===== src/rtl/pb_pkg.sv =====
// Shared types and default parameters for the push-button conditioner.
// The repeat FSM state encoding is visible on the top-level debug output.
package pb_pkg;

    typedef enum logic [1:0] {
        S_IDLE   = 2'd0,
        S_HOLD   = 2'd1,
        S_REPEAT = 2'd2
    } pb_state_t;

    localparam int DEF_NUM_PB       = 4;
    localparam int DEF_SAMPLE_DIV   = 50000;
    localparam int DEF_SHIFT_DEPTH  = 8;
    localparam int DEF_HOLD_TICKS   = 500;
    localparam int DEF_REPEAT_TICKS = 100;

    // Counter width for a terminal count of n-1; never narrower than one bit.
    function automatic int cnt_width(input int n);
        return (n < 2) ? 1 : $clog2(n);
    endfunction

endpackage


===== src/rtl/pb_channel.sv =====
// One button: two-flop synchronizer, sample-history debounce, registered
// level/edge pulses and a keyboard-style auto-repeat FSM advanced on tick.
module pb_channel
    import pb_pkg::*;
#(
    parameter int SHIFT_DEPTH  = DEF_SHIFT_DEPTH,
    parameter int HOLD_TICKS   = DEF_HOLD_TICKS,
    parameter int REPEAT_TICKS = DEF_REPEAT_TICKS
) (
    input  logic       clk,
    input  logic       rst_n,
    input  logic       tick,
    input  logic       pb_raw,
    output logic       level,
    output logic       pushed,
    output logic       released,
    output logic       pb_event,
    output logic [1:0] state_dbg
);

    localparam int HW = cnt_width(HOLD_TICKS);
    localparam int RW = cnt_width(REPEAT_TICKS);
    localparam int CW = (HW > RW) ? HW : RW;
    localparam logic [CW-1:0] HOLD_LAST   = CW'(HOLD_TICKS - 1);
    localparam logic [CW-1:0] REPEAT_LAST = CW'(REPEAT_TICKS - 1);

    logic                   sync0, sync1, sync_val;
    logic [SHIFT_DEPTH-1:0] hist, hist_next;
    logic                   level_next, rise, fall;
    pb_state_t              state, state_next;
    logic [CW-1:0]          cnt, cnt_next;
    logic                   event_d;

    // Raw pins idle high; the synchronizer resets to "released".
    assign sync_val = ~sync1;

    always_comb begin
        hist_next  = hist;
        level_next = level;
        if (tick) begin
            hist_next = {hist[SHIFT_DEPTH-2:0], sync_val};
            if (&hist_next)
                level_next = 1'b1;
            else if (~|hist_next)
                level_next = 1'b0;
        end
    end

    assign rise = level_next & ~level;
    assign fall = ~level_next & level;

    always_ff @(posedge clk or negedge rst_n) begin
        if (!rst_n) begin
            sync0    <= 1'b1;
            sync1    <= 1'b1;
            hist     <= '0;
            level    <= 1'b0;
            pushed   <= 1'b0;
            released <= 1'b0;
            pb_event <= 1'b0;
        end else begin
            sync0    <= pb_raw;
            sync1    <= sync0;
            hist     <= hist_next;
            level    <= level_next;
            pushed   <= rise;
            released <= fall;
            pb_event <= event_d;
        end
    end

    always_ff @(posedge clk or negedge rst_n) begin
        if (!rst_n) begin
            state <= S_IDLE;
            cnt   <= '0;
        end else begin
            state <= state_next;
            cnt   <= cnt_next;
        end
    end

    // A fall always beats a coincident hold/repeat expiry.
    always_comb begin
        state_next = state;
        cnt_next   = cnt;
        case (state)
            S_IDLE: begin
                if (rise) begin
                    state_next = S_HOLD;
                    cnt_next   = '0;
                end
            end
            S_HOLD: begin
                if (fall) begin
                    state_next = S_IDLE;
                    cnt_next   = '0;
                end else if (tick) begin
                    if (cnt == HOLD_LAST) begin
                        state_next = S_REPEAT;
                        cnt_next   = '0;
                    end else begin
                        cnt_next = cnt + CW'(1);
                    end
                end
            end
            S_REPEAT: begin
                if (fall) begin
                    state_next = S_IDLE;
                    cnt_next   = '0;
                end else if (tick) begin
                    if (cnt == REPEAT_LAST)
                        cnt_next = '0;
                    else
                        cnt_next = cnt + CW'(1);
                end
            end
            default: begin
                state_next = S_IDLE;
                cnt_next   = '0;
            end
        endcase
    end

    always_comb begin
        event_d = 1'b0;
        case (state)
            S_IDLE:   event_d = rise;
            S_HOLD:   event_d = !fall && tick && (cnt == HOLD_LAST);
            S_REPEAT: event_d = !fall && tick && (cnt == REPEAT_LAST);
            default:  event_d = 1'b0;
        endcase
    end

    assign state_dbg = state;

endmodule


===== src/rtl/pb_debounce_repeat.sv =====
// Push-button conditioner: shared sample-tick generator feeding one
// debounce/auto-repeat channel per button.
module pb_debounce_repeat
    import pb_pkg::*;
#(
    parameter int NUM_PB       = DEF_NUM_PB,
    parameter int SAMPLE_DIV   = DEF_SAMPLE_DIV,
    parameter int SHIFT_DEPTH  = DEF_SHIFT_DEPTH,
    parameter int HOLD_TICKS   = DEF_HOLD_TICKS,
    parameter int REPEAT_TICKS = DEF_REPEAT_TICKS
) (
    input  logic                Clock_50,
    input  logic                Resetn,
    input  logic [NUM_PB-1:0]   PB_signal_I,
    output logic [NUM_PB-1:0]   PB_level_O,
    output logic [NUM_PB-1:0]   PB_pushed_O,
    output logic [NUM_PB-1:0]   PB_released_O,
    output logic [NUM_PB-1:0]   PB_event_O,
    output logic [2*NUM_PB-1:0] PB_state_O
);

    localparam int            TW        = cnt_width(SAMPLE_DIV);
    localparam logic [TW-1:0] TICK_LAST = TW'(SAMPLE_DIV - 1);

    logic [TW-1:0] tick_cnt;
    logic          tick;

    assign tick = (tick_cnt == TICK_LAST);

    always_ff @(posedge Clock_50 or negedge Resetn) begin
        if (!Resetn)
            tick_cnt <= '0;
        else if (tick)
            tick_cnt <= '0;
        else
            tick_cnt <= tick_cnt + TW'(1);
    end

    for (genvar g = 0; g < NUM_PB; g++) begin : g_ch
        pb_channel #(
            .SHIFT_DEPTH  (SHIFT_DEPTH),
            .HOLD_TICKS   (HOLD_TICKS),
            .REPEAT_TICKS (REPEAT_TICKS)
        ) u_ch (
            .clk       (Clock_50),
            .rst_n     (Resetn),
            .tick      (tick),
            .pb_raw    (PB_signal_I[g]),
            .level     (PB_level_O[g]),
            .pushed    (PB_pushed_O[g]),
            .released  (PB_released_O[g]),
            .pb_event  (PB_event_O[g]),
            .state_dbg (PB_state_O[2*g +: 2])
        );
    end

endmodule


===== config.mk =====
export PLATFORM = sky130hd
export DESIGN_NAME = pb_debounce_repeat
export DESIGN_NICKNAME = d
export VERILOG_FILES = /design/src/rtl/pb_pkg.sv /design/src/rtl/pb_channel.sv /design/src/rtl/pb_debounce_repeat.sv
export SDC_FILE = /design/constraint.sdc
export NUM_CORES = 1
export LEC_CHECK = 0
export BUFFER_PORTS_ARGS = -buffer_cell sky130_fd_sc_hd__clkbuf_2
export CAP_MARGIN = 20
export CORE_MARGIN = 4
export CORE_UTILIZATION = 57
export CTS_BUF_LIST = sky130_fd_sc_hd__clkbuf_2
export CTS_CLUSTER_DIAMETER = 150
export DETAILED_ROUTE_END_ITERATION = 8
export GPL_TIMING_DRIVEN = 1
export PLACE_DENSITY_LB_ADDON = 0.2
export SYNTH_ARGS = -nofsm -noshare
export SYNTH_HDL_FRONTEND = slang
export SYNTH_SLANG_ARGS = --single-unit
export TNS_END_PERCENT = 1

===== constraint.sdc =====
create_clock -name Clock_50 -period 2.3 [get_ports Clock_50]
set_input_delay 0.345 -clock Clock_50 [delete_from_list [all_inputs] [get_ports Clock_50]]
set_output_delay 0.345 -clock Clock_50 [all_outputs]
set_load 0.02 [all_outputs]

==> summary.txt <==
Die
  – Die ar.: 0.01177 mm2
  – Initial Util: 0.5860
  – Die width: roughly 110 um
  – I/O pin total: 30
  – Row count: 36
  – Chip Height: ~110 um
  – Core region area: about 0.0098 mm2

Placement
  – # placed instances: roughly 770
  – Final GP Congestion: 0.8533
  – IO buf count: 29
  – DP HPWL: ~7900 um

Worst hold path
  – Worst Hold Class: in2async

CTS
  – H-tree Lvls: 3
  – CTS Sinks: 112
  – Clock-pin slew on the worst setup and hold paths: 260 ps
  – Clk buf depth: 2
  – Root Driver: clkbuf_2
  – TritonCTS Buffers: 9
  – Clock Latency Late Sink: 590 ps
  – CTS tree: done

Detailed routing
  – Drt first pass iters: 5
  – Detail Route Antenna Nets: 0
  – Final wirelength: between 10000 and 15000 um
  – Routed len/inst: between 10 and 15 um
  – Via/cell ratio: ~5.7
  – Detailed Route Iter0 Violations: 310
  – Total number of vias: around 4500
  – DRC: 0

Timing
  – Relative slew slack: 0.6624
  – Final setup viols: 0
  – Period utilisation layout: 0.9764
  – Worst clock skew: 25.96 ps
  – RSZ-0062 raised after global routing: yes
  – Fin Hold WS: approximately 230 ps
  – Post-layout min period: 2246 ps
  – Slew Limit Fails: 0
  – Slew @ Worst Pin: around 500 ps
  – Hold Vio Cnt, Final: 0
  – FMAX: between 0.4 and 0.5 GHz
  – Post-route setup TNS: 0 ps

Cells and area
  – Inserted Diodes: 0
  – Fraction of layout cells with a size suffix above 1: 0.1646
  – Area growth from synthesis to layout: 10.00%
  – Finished Core Util: 0.6446
  – Nets: around 680
  – Fillers: between 800 and 900
  – Layout Cells excl Fill: roughly 790

Synth
  – Largest cells by area after synthesis: dfrtp_1 (45%), nand2_1 (7.8%), ha_1 (4.6%)
  – #FFs+latches synth: 112
  – Synthesized cell area: approximately 0.0058 mm2
  – Synth warn: 0
  – Top cell type's share of synthesized area: 0.4523
  – Syn Inst Count: slightly above 600
  – Area leader, netlist: dfrtp_1
  – Synth cell types: 63
  – Post-synth ARST share: 1.000
  – Seq/Total Area, Yosys: 0.4888
  – Syn_nets: 635
  – Top_reg_cell synth: dfrtp_1
  – Number of flops mapped to enable cells by yosys: 0
  – Syn avg cell area: 9.464 um2

GRT
  – Vias in the first global route: approximately 4400
  – Largest net degree at the start of global routing: 56
  – Remaining Overflow, GRT: 0
  – Initial antenna violation count: 0
  – Tot GR Track Use: 0.2066
  – First-pass GRT wire length: 19660 um

Worst setup path
  – Worst path most repeated cell: and3_4
  – CP endpoint kind: flip-flop
  – Crit-path cells: ha_2, and3_4, and4_4, and3_4, or4b_4, nor2_8, mux2_2
  – Slowest cell on crit path: or4b_4
  – Setup CP Type: reg2reg
  – Crit path largest cell delay: between 600 and 700 ps
  – WP data arrival: ~2800 ps
  – WP data required: roughly 2900 ps
  – Crit path max fanout: 12
  – Startpoint types: flip-flop

Run
  – Max_cap viols: 0

Pwr
  – VDD IR-drop max: between 0.3 and 0.4 mV
  – Pwr Density: around 460 mW/mm2
  – Lkg Pwr: about 3.1 nW
  – Power Total: 2.904 mW

Outcome
  – Status: complete, no violations
synth_stat cells, types with 9 or more instances:
master,number
nor3_1,13
nor2_1,40
inv_1,19
ha_1,21
nor2b_1,9
dfrtp_1,104
nand4_1,11
nand2_1,120
clkbuf_1,11
a22o_1,20
nand3_1,28
buf_4,16
nor4_1,9
a21oi_1,18
and3_1,15
o21ai_0,36
cells by family (layout without fill, tap and decap cells):
logic type,Yosys count,in the layout,share of synthesized area
buffers and inverters,52,100,0.04849
adder cells (fa/ha/maj),21,21,0.04566
AND/OR/NAND/NOR,290,290,0.2583
XOR/XNOR,11,11,0.01674
flip-flops,112,112,0.4888
AO/OA/AOI/OAI,120,120,0.1381
multiplexers,2,2,0.003914
power breakdown:
group	total (mW)	internal [mW]	switching, mW
registers	1.99	1.99	0.00401
clock network	0.855	0.271	0.584
logic	0.0583	0.0169	0.0414
total	2.90	2.27	0.630
cell type report:
type	instances	area [um2]	area share
Multi-Input combinational cell	444	2728	0.4309
Clock buffer	14	70.07	0.01107
Sequential cell	112	2814	0.4446
Clock inverter	2	33.78	0.005337
Inverter	19	71.32	0.01127
Timing Repair Buffer	65	446.7	0.07057
Tap cell	133	166.4	0.02629
worst paths after layout:
check                                    from                   to  slack, ps  cells after the start
max                               tick_cnt[0]  g_ch[1].u_ch.cnt[0]         50                      7
max in group asynchronous              Resetn   g_ch[0].u_ch.sync1       1350                      3
max reg2reg                       tick_cnt[0]  g_ch[1].u_ch.cnt[0]         50                      7
min                                    Resetn  g_ch[3].u_ch.cnt[3]        230                      2
min in group Clock_50          PB_signal_I[1]   g_ch[1].u_ch.sync0        340                      2
min reg2reg                g_ch[2].u_ch.sync0   g_ch[2].u_ch.sync1        380                      0
stage by stage:
step	area, um2	setup slack (ps)
after floorplan	5776	-68.08
after global placement	6113	105.3
after detailed placement	6113	-37.89
after CTS	6276	28.95
after global routing	6330	-43.35
final	6330	54.28
placed cells by master (no fill, tap or decap), types with 11 or more instances in the layout:
cell / synthesis / final
a22o_1: 20 / 20
nor2_1: 40 / 40
o21ai_0: 36 / 29
a21oi_1: 18 / 17
nand3_1: 28 / 28
and3_1: 15 / 14
buf_4: 16 / 30
inv_1: 19 / 19
nor3_1: 13 / 13
clkbuf_2: 0 / 42
dfrtp_1: 104 / 103
nand4_1: 11 / 11
o21ai_1: 8 / 14
nand2_1: 120 / 120
ha_1: 21 / 19
worst max-delay path: cells and delay by family (launching register included):
family	cells	cell delay [ps]
fa+ha+maj	1	190
flops	1	460
mux	1	160
simple gates	5	1410
routing by layer:
layer,GRT usage,routed length (um),vias to the layer above
li1,-,-,2236
met1,0.2701,5297,2197
met2,0.3394,5576,78
met3,0.05075,450,10
met4,0.06492,129,0
met5,0,0,-
sequential cells by signal, summed over array words and instances, names as in the netlist:
| signal | cells |
|---|---|
| g_ch.u_ch.sync1 | 4 |
| g_ch.u_ch.state_dbg | 8 |
| g_ch.u_ch.hist | 28 |
| g_ch.u_ch.pushed | 4 |
| g_ch.u_ch.sync0 | 4 |
| g_ch.u_ch.pb_event | 4 |
| g_ch.u_ch.released | 4 |
| g_ch.u_ch.level | 4 |
| g_ch.u_ch.cnt | 36 |
| tick_cnt | 16 |
repair_timing:
item / 4_1_cts / 5_1_grt
resized for setup: 2 / 18
pin swaps: 0 / 1
endpoints found under the setup margin: 7 / 36
hold endpoints to repair: 40 / 0
buffers inserted: 0 / 0
hold buffers: 5 / 0
Note: power is estimated with default switching activity, not from simulation.
